`src/rtl/keypad_pkg.sv`:
```
// Shared constants, key map and scan-state type for the CHIP-8 hex keypad scanner.
// The matrix is 4 rows by 4 columns; KEYMAP turns a (row, col) contact into a CHIP-8 key value.
package keypad_pkg;

    localparam int unsigned NUM_ROWS = 4;
    localparam int unsigned NUM_COLS = 4;
    localparam int unsigned NUM_KEYS = NUM_ROWS * NUM_COLS;

    // Rows top to bottom: 1 2 3 C / 4 5 6 D / 7 8 9 E / A 0 B F
    localparam logic [3:0] KEYMAP [NUM_ROWS][NUM_COLS] = '{
        '{4'h1, 4'h2, 4'h3, 4'hC},
        '{4'h4, 4'h5, 4'h6, 4'hD},
        '{4'h7, 4'h8, 4'h9, 4'hE},
        '{4'hA, 4'h0, 4'hB, 4'hF}
    };

    typedef enum logic [1:0] {
        DRIVE,
        SAMPLE,
        UPDATE
    } scan_state_t;

    function automatic logic [3:0] lowest_set(input logic [NUM_KEYS-1:0] v);
        logic [3:0] idx;
        idx = '0;
        for (int i = NUM_KEYS - 1; i >= 0; i--) begin
            if (v[i]) begin
                idx = 4'(i);
            end
        end
        return idx;
    endfunction

    function automatic int unsigned count_ones(input logic [NUM_KEYS-1:0] v);
        int unsigned n;
        n = 0;
        for (int i = 0; i < NUM_KEYS; i++) begin
            n += 32'(v[i]);
        end
        return n;
    endfunction

endpackage

```
`src/rtl/keypad_scanner_if.sv`:
```
// Keypad pins plus CPU-facing key state and FX0A wait handshake.
// The slave modport is the scanner; the master modport is the pins/CPU side.
interface keypad_scanner_if;

    logic [3:0]  row_n;
    logic [3:0]  col_n;
    logic [15:0] keys;
    logic        wait_req;
    logic        wait_ack;
    logic [3:0]  wait_key;

    modport master (
        output row_n,
        output wait_req,
        input  col_n,
        input  keys,
        input  wait_ack,
        input  wait_key
    );

    modport slave (
        input  row_n,
        input  wait_req,
        output col_n,
        output keys,
        output wait_ack,
        output wait_key
    );

endinterface

```
`src/rtl/key_filter.sv`:
```
// Per-key scan filter: the key flips only after STABLE_SCANS consecutive disagreeing scans.
// Counter and state move only on the scan's update strobe.
module key_filter #(
    parameter int unsigned STABLE_SCANS = 8
) (
    input  logic clk,
    input  logic reset,
    input  logic update,
    input  logic raw,
    output logic key
);

    localparam int unsigned CntW = $clog2(STABLE_SCANS + 1);

    logic [CntW-1:0] cnt_q, cnt_d;
    logic            key_q, key_d;

    always_comb begin
        cnt_d = cnt_q;
        key_d = key_q;
        if (update) begin
            if (raw == key_q) begin
                cnt_d = '0;
            end else if (32'(cnt_q) + 32'd1 == STABLE_SCANS) begin
                key_d = ~key_q;
                cnt_d = '0;
            end else begin
                cnt_d = cnt_q + CntW'(1);
            end
        end
    end

    always_ff @(posedge clk) begin
        if (reset) begin
            cnt_q <= '0;
            key_q <= 1'b0;
        end else begin
            cnt_q <= cnt_d;
            key_q <= key_d;
        end
    end

    assign key = key_q;

endmodule

```
`src/rtl/keypad_scanner.sv`:
```
// Column-scanning CHIP-8 keypad controller with per-key filtering and FX0A wait handshake.
// Define KEYPAD_GHOST_REJECT_EN to discard scans whose raw image shows three or more keys.
module keypad_scanner
    import keypad_pkg::*;
#(
    parameter int unsigned SETTLE_CYCLES = 1000,
    parameter int unsigned STABLE_SCANS  = 8
) (
    input logic              clk,
    input logic              reset,
    keypad_scanner_if.slave  kp_io
);

    localparam int unsigned SetW = $clog2(SETTLE_CYCLES + 1);

    scan_state_t         state_q, state_d;
    logic [1:0]          col_q, col_d;
    logic [SetW-1:0]     settle_q, settle_d;
    logic [NUM_KEYS-1:0] raw_q, raw_d;
    logic [3:0]          row_meta_q, row_sync_q;
    logic [3:0]          col_drive;

    logic [NUM_KEYS-1:0] keys;
    logic [NUM_KEYS-1:0] keys_dly_q;
    logic [NUM_KEYS-1:0] press;
    logic                ghost;
    logic                filt_update;
    logic                ack_arm_q, ack_arm_d;
    logic                wait_ack;
    logic [3:0]          wait_key_q, wait_key;

    // row_n is asynchronous to clk; only row_sync_q is ever sampled.
    always_ff @(posedge clk) begin
        if (reset) begin
            row_meta_q <= 4'hF;
            row_sync_q <= 4'hF;
        end else begin
            row_meta_q <= kp_io.row_n;
            row_sync_q <= row_meta_q;
        end
    end

    always_comb begin
        state_d   = state_q;
        col_d     = col_q;
        settle_d  = settle_q;
        raw_d     = raw_q;
        col_drive = 4'hF;
        unique case (state_q)
            DRIVE: begin
                col_drive = ~(4'b0001 << col_q);
                if (settle_q == SetW'(SETTLE_CYCLES - 1)) begin
                    settle_d = '0;
                    state_d  = SAMPLE;
                end else begin
                    settle_d = settle_q + SetW'(1);
                end
            end
            SAMPLE: begin
                col_drive = ~(4'b0001 << col_q);
                for (int r = 0; r < NUM_ROWS; r++) begin
                    raw_d[KEYMAP[2'(r)][col_q]] = ~row_sync_q[2'(r)];
                end
                if (col_q == 2'd3) begin
                    state_d = UPDATE;
                end else begin
                    col_d   = col_q + 2'd1;
                    state_d = DRIVE;
                end
            end
            UPDATE: begin
                col_d   = '0;
                state_d = DRIVE;
            end
            default: begin
                col_d    = '0;
                settle_d = '0;
                state_d  = DRIVE;
            end
        endcase
    end

    always_ff @(posedge clk) begin
        if (reset) begin
            state_q  <= DRIVE;
            col_q    <= '0;
            settle_q <= '0;
            raw_q    <= '0;
        end else begin
            state_q  <= state_d;
            col_q    <= col_d;
            settle_q <= settle_d;
            raw_q    <= raw_d;
        end
    end

    // Columns float high for as long as reset is held, not just from the next edge.
    assign kp_io.col_n = reset ? 4'hF : col_drive;

`ifdef KEYPAD_GHOST_REJECT_EN
    assign ghost = count_ones(raw_q) >= 3;
`else
    assign ghost = 1'b0;
`endif

    assign filt_update = (state_q == UPDATE) && !ghost;

    for (genvar k = 0; k < NUM_KEYS; k++) begin : g_filter
        key_filter #(
            .STABLE_SCANS (STABLE_SCANS)
        ) u_filter (
            .clk    (clk),
            .reset  (reset),
            .update (filt_update),
            .raw    (raw_q[k]),
            .key    (keys[k])
        );
    end

    // keys_dly_q holds the pre-UPDATE image in the cycle keys first shows the filter result,
    // so press is exactly the new rising edges, aligned with keys.
    assign ack_arm_d = (state_q == UPDATE) && kp_io.wait_req;
    assign press     = keys & ~keys_dly_q;
    assign wait_ack  = ack_arm_q && (press != '0);
    assign wait_key  = wait_ack ? lowest_set(press) : wait_key_q;

    always_ff @(posedge clk) begin
        if (reset) begin
            keys_dly_q <= '0;
            ack_arm_q  <= 1'b0;
            wait_key_q <= '0;
        end else begin
            keys_dly_q <= keys;
            ack_arm_q  <= ack_arm_d;
            wait_key_q <= wait_key;
        end
    end

    assign kp_io.keys     = keys;
    assign kp_io.wait_ack = wait_ack;
    assign kp_io.wait_key = wait_key;

endmodule

```
`src/flat_wrapper.sv`:
```
// flat-port wrapper written by rule: the top's interface ports become plain ports
module keypad_scanner_flat import keypad_pkg::*;
#(
    parameter int unsigned SETTLE_CYCLES = 1000,
    parameter int unsigned STABLE_SCANS  = 8
)
  (clk, reset, kp_io_row_n, kp_io_wait_req, kp_io_col_n, kp_io_keys, kp_io_wait_ack, kp_io_wait_key);
  keypad_scanner_if kp_io_i ();
  input logic clk;
  input logic reset;
  input wire logic [$bits(kp_io_i.row_n)-1:0] kp_io_row_n;
  input wire logic [$bits(kp_io_i.wait_req)-1:0] kp_io_wait_req;
  output wire logic [$bits(kp_io_i.col_n)-1:0] kp_io_col_n;
  output wire logic [$bits(kp_io_i.keys)-1:0] kp_io_keys;
  output wire logic [$bits(kp_io_i.wait_ack)-1:0] kp_io_wait_ack;
  output wire logic [$bits(kp_io_i.wait_key)-1:0] kp_io_wait_key;
  assign kp_io_i.row_n = kp_io_row_n;
  assign kp_io_i.wait_req = kp_io_wait_req;
  assign kp_io_col_n = kp_io_i.col_n;
  assign kp_io_keys = kp_io_i.keys;
  assign kp_io_wait_ack = kp_io_i.wait_ack;
  assign kp_io_wait_key = kp_io_i.wait_key;
  keypad_scanner #(.SETTLE_CYCLES(SETTLE_CYCLES), .STABLE_SCANS(STABLE_SCANS)) u_core (.clk(clk), .reset(reset), .kp_io(kp_io_i));
endmodule
```
`config.mk`:
```
export PLATFORM = sky130hd
export DESIGN_NAME = keypad_scanner_flat
export DESIGN_NICKNAME = d
export VERILOG_FILES = /design/src/rtl/keypad_pkg.sv /design/src/rtl/keypad_scanner_if.sv /design/src/rtl/key_filter.sv /design/src/rtl/keypad_scanner.sv /design/src/flat_wrapper.sv
export SDC_FILE = /design/constraint.sdc
export NUM_CORES = 1
export LEC_CHECK = 0
export ABC_AREA = 1
export CAP_MARGIN = 20
export CORE_AREA = 8 8 154 84
export CTS_CLUSTER_DIAMETER = 80
export CTS_CLUSTER_SIZE = 12
export DETAILED_ROUTE_END_ITERATION = 16
export DIE_AREA = 0 0 162 92
export PLACE_DENSITY = 0.78
export SLEW_MARGIN = 20
export SYNTH_ARGS = -nofsm -noshare
export SYNTH_HDL_FRONTEND = slang
export SYNTH_SLANG_ARGS = --single-unit
```
`constraint.sdc`:
```
create_clock -name clk -period 2.34 [get_ports clk]
set_input_delay 0.468 -clock clk [delete_from_list [all_inputs] [get_ports clk]]
set_output_delay 0.468 -clock clk [all_outputs]
set_load 0.01 [all_outputs]
```
==> results of run 1 <==
repair_timing:
action	4_1_cts	5_1_grt
endpoints found under the setup margin	9	4
resized for setup	44	19
pin swaps	5	5
hold buffers	0	0
endpoints found under the hold margin	0	0
setup buffers	2	3
cells in the mapped netlist (6+ instances only):
library cell and n:
nor3_1 13, a21oi_1 48, nor2_1 85, inv_2 9
buf_4 17, clkbuf_1 16, ha_1 32, or2_2 14
inv_1 77, xor2_1 22, nand2_1 122, nand3_1 43
a211oi_1 19, xnor2_1 11, dfxtp_1 131, o21ai_0 49
a221oi_1 6
state kept, by name (all words and copies together) (netlist names):
name                            flops
u_core.ack_arm_q                    1
u_core.col_q                        2
u_core.g_filter.u_filter.cnt_q     64
u_core.g_filter.u_filter.key       16
u_core.keys_dly_q                  16
u_core.raw_q                       12
u_core.row_meta_q                   2
u_core.row_sync_q                   2
u_core.settle_q                    10
u_core.state_q                      2
u_core.wait_key_q                   4
routing by layer:
| metal | up-vias | global-route usage [%] | part of all wire (%) |
|---|---|---|---|
| met1 | 2449 | 23.3 | 46 |
| met2 | 139 | 31.4 | 47 |
| li1 | 2643 | - | - |
| met3 | 27 | 5.08 | 5.7 |
| met5 | - | 0 | 0 |
| met4 | 0 | 8.42 | 1.5 |
worst max-delay path by stage:
stage | endpoint | cells after the start
final | kp_io_wait_key[0] | 11
after global routing | kp_io_wait_key[0] | 17
after CTS | kp_io_wait_key[0] | 10
after detailed placement | kp_io_wait_key[0] | 12
after global placement | kp_io_wait_key[0] | 12
after floorplan | kp_io_wait_key[0] | 9
cells by family after synthesis:
kind of cell	synth area share, %
buffers and inverters	8.84
adders and majority gates	6.61
xor gates and xnor gates	4.77
and+or+nand+nor	21.3
AOI/OAI and AO/OA	15.2
DFF	43.3
worst max-delay path, stage by stage (launching register included):
cell     delay, ns
dfxtp_2       0.32
inv_2         0.05
or2_4         0.13
buf_4         0.11
nand2_4       0.05
o41ai_4       0.41
nand2_4       0.10
inv_4         0.10
nor2_4        0.04
nand2_2       0.07
nand2_1       0.05
buf_2         0.13
through the flow:
stage               hold WS (ns)  setup slack, ns  cell area, µm²  total power [mW]
floorplan                  0.389            0.513            6060              2.34
global placement           0.392          -0.0272            6650              2.37
detailed placement         0.403          -0.0909            6650              2.37
CTS                        0.393          -0.0420            7260              4.87
global route               0.400           -0.226            7320              5.00
finish                     0.406          -0.0908            7320              4.84
power by group:
group	total, mW	internal [mW]	switching [mW]
logic	0.0820	0.0232	0.0588
registers	2.24	2.24	0.00464
clock network	2.52	1.58	0.940
total	4.84	3.84	1.00
cell type report:
cell class	instances	area [µm²]	area share [%]
clock inverters	11	113	1.54
well taps	145	181	2.48
flip-flops and latches	131	2640	36.0
clock buffers	20	447	6.10
repair buffers	77	628	8.58
multi-input cells	515	2990	40.8
inverters	86	325	4.45
==> metrics.md, run 1 <==
| Metric | Value |
|---|---|
| Vias/cell | 5.34 |
| Most used DFF post-synth | dfxtp_1 |
| Crit share post-route | 104% |
| Min cycle time layout | 2.43 ns |
| Finished Layout Cells | 985 |
| # setup viols final | 4 |
| Critical path type | reg -> out |
| Initial Util | 56.8% |
| Least-Margin Pin Slew | 0.496 ns |
| Htree depth | 4 |
| Syn avg cell area | 7.86 µm² |
| Yosys warning total | 0 |
| Vias | 5258 |
| Crit. Startpoint | u_core.g_filter[12].u_filter.key |
| Cells after synthesis | 771 |
| Worst vdd ir | 0.602 mV |
| Seq/Total Area, Yosys | 43.3% |
| Core Footprint | between 10000 and 15000 µm² |
| Worst Hold Launch | reset |
| Initial antenna violation count | 0 |
| Fmax | 411 MHz |
| Synthesized area | 6060 µm² |
| Relative slew slack | roughly two thirds |
| PnR worst setup slack | -0.0908 ns |
| CTS tree | done |
| Synth async-reset ratio | 0% |
| Pwr/cell area | 662 nW/µm² |
| Placed cell count | about 950 |
| Worst reg2reg endpoint | u_core.g_filter[3].u_filter.cnt_q[0] |
| Hold crit path type | in -> reg |
| Slew Limit Fails | 0 |
| Data arrival, critical path | approximately 2.0 ns |
| Final core utilization | between 60 and 70% |
| Inserted Diodes | 0 |
| Post-synthesis cell type count | 39 |
| Worst-path fanout max | 4 |
| GRT Total Usage | 19.1% |
| WL final | roughly 14 mm |
| Area grow syn2layout | 20.8% |
| R2r startpoint | u_core.state_q[0] |
| Number of max-cap violations | 0 |
| Clk sinks | 131 |
| Top cell type's share of synthesized area | 43.3% |
| TritonCTS buffer count | 17 |
| NumNets Final | 867 |
| DRC | 0 |
| Post-synth EDFFs | 0 |
| Die Span Y | 92 µm |
| Cells on worst reg2reg path | 8 |
| Congestion Overflow GR | 0 |
| Commonest non-fill, non-tap cells in the layout | 120 x dfxtp_1, 115 x nand2_1, 84 x nor2_1 |
| RSZ-0062 raised after global routing | true |
| Synth area leaders | dfxtp_1 43%, nand2_1 7.6%, ha_1 6.6%, nor2_1 5.3%, inv_1 4.8% |
| Clock Tree Root | clkbuf_16 |
| Final count of hold timing violations | 0 |
| Setup_tns | -0.248 ns |
| GP Congestion | 0.866 |
| Later-pin clock latency in the skew report | 0.41 ns |
| Synthesized Nets | 810 |
| Flops & latches, synth | roughly 130 |
| Routed Antenna Nets | 0 |
| Share of layout cells above drive strength 1 | 17.6% |
| Commonest non-fill, non-tap cell in the layout | dfxtp_1 |
| Largest area contributor in the netlist | dfxtp_1 |
| Failing checks | negative setup slack |
| Avg WL per Cell | 14.2 µm |
| Worst Clk Skew | slightly above 0.008 ns |
| CP endpoint kind | output pin |
| Status | complete, but fails checks |
| Initial DRC count | 409 |
| Die width | 162 µm |
| Worst EP required | 1.87 ns |
| Die footprint | 14900 µm² |
| Worst-path clk slew | approximately 0.05 ns |
| Row cnt | 27 |
| Hold EP | u_core.keys_dly_q[12] |
| LEAKAGE | 3.00 nW |
| DRT Pass-1 Iters | 5 |
| Global-route wire length before repair | 23.3 mm |
| PortBufs | 29 |
| Largest net degree at the start of global routing | 50 |
| IO Pins | 32 |
| Vias in the first global route | approximately 5.2k |
| Hold Crit Depth | 2 |
| Clock Path Buffers | 2 |
| Fillers | 838 |
| Worst reg-to-reg setup slack | 0.47 ns |
| Worst Setup Start Kind | flop |
| DP HPWL | 9.87 mm |
Note: power is estimated with default switching activity, not from simulation.
==> run 2, diff against run 1 <==
--- a/config.mk
+++ b/config.mk
@@ -7,13 +7,14 @@
 export LEC_CHECK = 0
 export ABC_AREA = 1
 export CAP_MARGIN = 20
-export CORE_AREA = 8 8 154 84
+export CORE_AREA = 8 8 157 85
 export CTS_CLUSTER_DIAMETER = 80
 export CTS_CLUSTER_SIZE = 12
 export DETAILED_ROUTE_END_ITERATION = 16
-export DIE_AREA = 0 0 162 92
-export PLACE_DENSITY = 0.78
+export DIE_AREA = 0 0 165 93
+export PLACE_DENSITY = 0.79
 export SLEW_MARGIN = 20
 export SYNTH_ARGS = -nofsm -noshare
 export SYNTH_HDL_FRONTEND = slang
+export SYNTH_HIERARCHICAL = 1
 export SYNTH_SLANG_ARGS = --single-unit
==> metrics.md, run 2 <==
| Metric | Value |
|---|---|
| Status | complete, but fails checks |
| Failing checks | negative setup slack |
| WL final | 13.3 mm (-5.2%) |
| Clk sinks | 131 (unchanged) |
| Worst-path clk slew | 0.06 ns (about the same) |
| Initial DRC count | 263 (-36%) |
| Vias in the first global route | 4700 (-10%) |
| Clock Tree Root | clkbuf_16 |
| Flops & latches, synth | 131 (unchanged) |
| LEAKAGE | 3.25 nW (+8.4%) |
| RSZ-0062 raised after global routing | true |
| DRT Pass-1 Iters | 5 (unchanged) |
| Data arrival, critical path | 2.04 ns (+0.08 ns) |
| Inserted Diodes | 0 (unchanged) |
| Finished Layout Cells | 1076 (+9.2%) |
| Int Power | 4.20 mW (+9.5%) |
| Avg WL per Cell | 12.3 µm (-13%) |
| CP top delay family | simple AND/OR/NAND/NOR gates |
| Fmax | 399 MHz (-2.9%) |
| Row cnt | 28 (+3.7%) |
| Hold crit path type | reg -> reg |
| Worst Setup Start Kind | flop |
| Sw Share | 23.1% (+2.4 points) |
| PnR worst setup slack | -0.164 ns (-0.0727 ns) |
| Count leader, synth | nand2_1 |
| Area grow syn2layout | 23.2% |
| Global-route wire length before repair | 21.7 mm (-6.7%) |
| Max reg flops | 64 (unchanged) |
| Htree depth | 4 (unchanged) |
| IO Pins | 32 (unchanged) |
| Worst-path fanout max | 3 (-1) |
| Flop pwr share | 42.7% (-3.6 points) |
| Sw power | 1.26 mW (+26%) |
| Seq/Total Area, Yosys | 41.4% (-1.9 points) |
| CTS tree | done |
| Placed cell count | 1023 (+7.8%) |
| Top post-synthesis cells by count | 175 x nand2_1, 164 x nor2_1, 131 x dfxtp_1 |
| # setup viols final | 3 (-1) |
| Pwr/cell area | 700 nW/µm² (+5.8%) |
| Crit share post-route | 107% (+3.1 points) |
| Number of max-cap violations | 0 (unchanged) |
| Vias/cell | 4.83 (-9.5%) |
| Most used DFF post-synth | dfxtp_1 |
| Top cell type's share of synthesized area | 41.4% (-1.9 points) |
| Clock share of power | 50.8% (-1.2 points) |
| Worst Clk Skew | 0.0101 ns (+0.00196 ns) |
| Congestion Overflow GR | 0 (unchanged) |
| Commonest non-fill, non-tap cells in the layout | 172 x nand2_1, 162 x nor2_1, 122 x dfxtp_1 |
| DRC | 0 (unchanged) |
| Min cycle time layout | 2.50 ns (+0.0727 ns) |
| Largest Register | u_core/g_filter.u_filter/cnt_q |
| Yosys warning total | 6 (+6) |
| CTS Hold Bufs | 0 (unchanged) |
| Die footprint | 15300 µm² (+3.0%) |
| NumNets Final | 946 (+9.1%) |
| CP endpoint kind | output pin |
| PortBufs | 29 (unchanged) |
| Crit-path cells | inv_2 > or2_4 > nand2_2 > nand2_1 > nand2_1 > nand2_1 > nand2_1 > nand2_1 > nand2_1 > nand2_1 > nand2_1 > nand2_1 > nand2_1 > nand2_1 > nand2_2 > nand2_1 > buf_2 |
| Synthesized area | 6340 µm² (+4.6%) |
| Combinational group share of total power | 6.6% (+4.9 points) |
| Synth area leaders | dfxtp_1 41%, nand2_1 10%, nor2_1 9.7%, ha_1 4.9%, inv_1 4.4% |
| Initial Util | 56.0% (-0.74 points) |
| Slew Limit Fails | 0 (unchanged) |
| Share of layout cells above drive strength 1 | 23.0% (+5.4 points) |
| Synth async-reset ratio | 0% (unchanged) |
| Final core utilization | 69.0% (+0.45 points) |
| DP HPWL | 8.51 mm (-14%) |
| Commonest non-fill, non-tap cell in the layout | nand2_1 |
| Max stage delay cell, worst path | dfxtp_2 |
| Post-synthesis cell type count | 39 (unchanged) |
| Cells after synthesis | 825 (+7.0%) |
| Post-synth EDFFs | 0 (unchanged) |
| Clock Path Buffers | 2 (unchanged) |
| Relative slew slack | 62.6% (-4.3 points) |
| Die width | 165 µm (+1.9%) |
| Final count of hold timing violations | 0 (unchanged) |
| Critical path type | reg -> out |
| Syn avg cell area | 7.68 µm² (-2.2%) |
| Die Span Y | 93 µm (+1.1%) |
| Least-Margin Pin Slew | 0.561 ns (+0.0644 ns) |
| Worst vdd ir | 0.490 mV (-19%) |
| Worst EP required | 1.87 ns (about the same) |
| Pre-CTS WS | -0.00781 ns (+0.0830 ns) |
| Initial antenna violation count | 0 (unchanged) |
| Routed Antenna Nets | 0 (unchanged) |
| Worst path most repeated cell | nand2_1 |
| Later-pin clock latency in the skew report | 0.42 ns (about the same) |
| Vias | 5200 (-1.1%) |
| Largest net degree at the start of global routing | 49 (-2.0%) |
| Largest area contributor in the netlist | dfxtp_1 |
| CP Buf/Inv Count | 2 (-2) |
| GRT Total Usage | 17.3% (-1.7 points) |
| Core Footprint | 11300 µm² (+6.0%) |
| GP Congestion | 0.837 (-3.3%) |
| Slowest cell delay on critical path | 0.34 ns (-0.07 ns) |
| TritonCTS buffer count | 17 (unchanged) |
## run 2: cell count changes after synthesis, sizes merged, moves of 9 or more
cell	delta
nor2	+96
nand2	+75
nand3	-25
buf	-21
a21oi	-19
mux2i	+16
a211oi	-13
clkbuf	-13
nor3	-9
## run 2: cell type report
cell class / instances / area, µm²
clock inverters: 13 / 186
multi-input cells: 601 / 3410
well taps: 150 / 188
repair buffers: 72 / 619
fillers: 890 / 3510
flip-flops and latches: 131 / 2630
inverters: 91 / 347
clock buffers: 18 / 429
## run 2: power by group through the flow
stage	Clock (mW)	Combinational (mW)	Sequential [mW]
floorplan	0	0.264	2.37
global placement	0	0.343	2.38
detailed placement	0	0.352	2.38
CTS	2.82	0.358	2.33
global route	2.92	0.397	2.34
finish	2.78	0.359	2.33
## run 2: worst paths after layout
check / startpoint / to / slack (ns) / cells past startpoint
setup / recovery: u_core/g_filter[12].u_filter/key / kp_io_wait_key[0] / -0.16 / 17
hold / removal: u_core/row_meta_q[0] / u_core/row_sync_q[0] / 0.41 / 1
setup reg to reg: u_core/g_filter[10].u_filter/key / u_core/wait_key_q[1] / -0.07 / 17
hold reg to reg: u_core/row_meta_q[0] / u_core/row_sync_q[0] / 0.41 / 1
## run 2: worst reg2reg max path: stages, from the launching register on
cell     delay, ns
dfxtp_2       0.33
inv_2         0.04
or2_4         0.23
nand2_2       0.11
buf_4         0.13
a31oi_1       0.04
nor2_1        0.13
nor2_1        0.05
nor2_1        0.18
o21ai_2       0.10
buf_4         0.14
buf_4         0.12
buf_4         0.12
buf_4         0.12
buf_4         0.12
buf_4         0.12
buf_4         0.13
a21oi_2       0.13
## run 2: kinds of logic after synthesis
family / share of synthesized area, %
simple gates: 29.9
flops: 41.4
compound gates: 10.3
fa+ha+maj: 4.93
buf+inv: 5.78
other cells: 0.0592
xor+xnor: 5.11
mux: 2.53
## run 2: what timing repair did
action                                  in CTS  in global routing
gates resized for setup                     36                 15
pin swaps                                    9                 14
endpoints found under the hold margin        0                  0
gates cloned                                 0                  0
endpoints found under the setup margin       9                  8
setup buffers                               14                  8
## run 2: stage by stage
stage               power, mW  hold WS [ns]  TNS, ns  instance area [µm²]
floorplan                2.63         0.389        0                 6350
global placement         2.72         0.393        0                 7000
detailed placement       2.73         0.392  -0.0143                 7000
CTS                      5.51         0.406   -0.160                 7720
global route             5.66         0.422   -0.820                 7810
finish                   5.47         0.406   -0.331                 7810
## run 2: routing by layer
metal	global-route usage, %	share of wire, %
met3	5.87	5.7
met5	0	0
met1	23.2	50
met4	5.44	1.4
met2	25.9	43
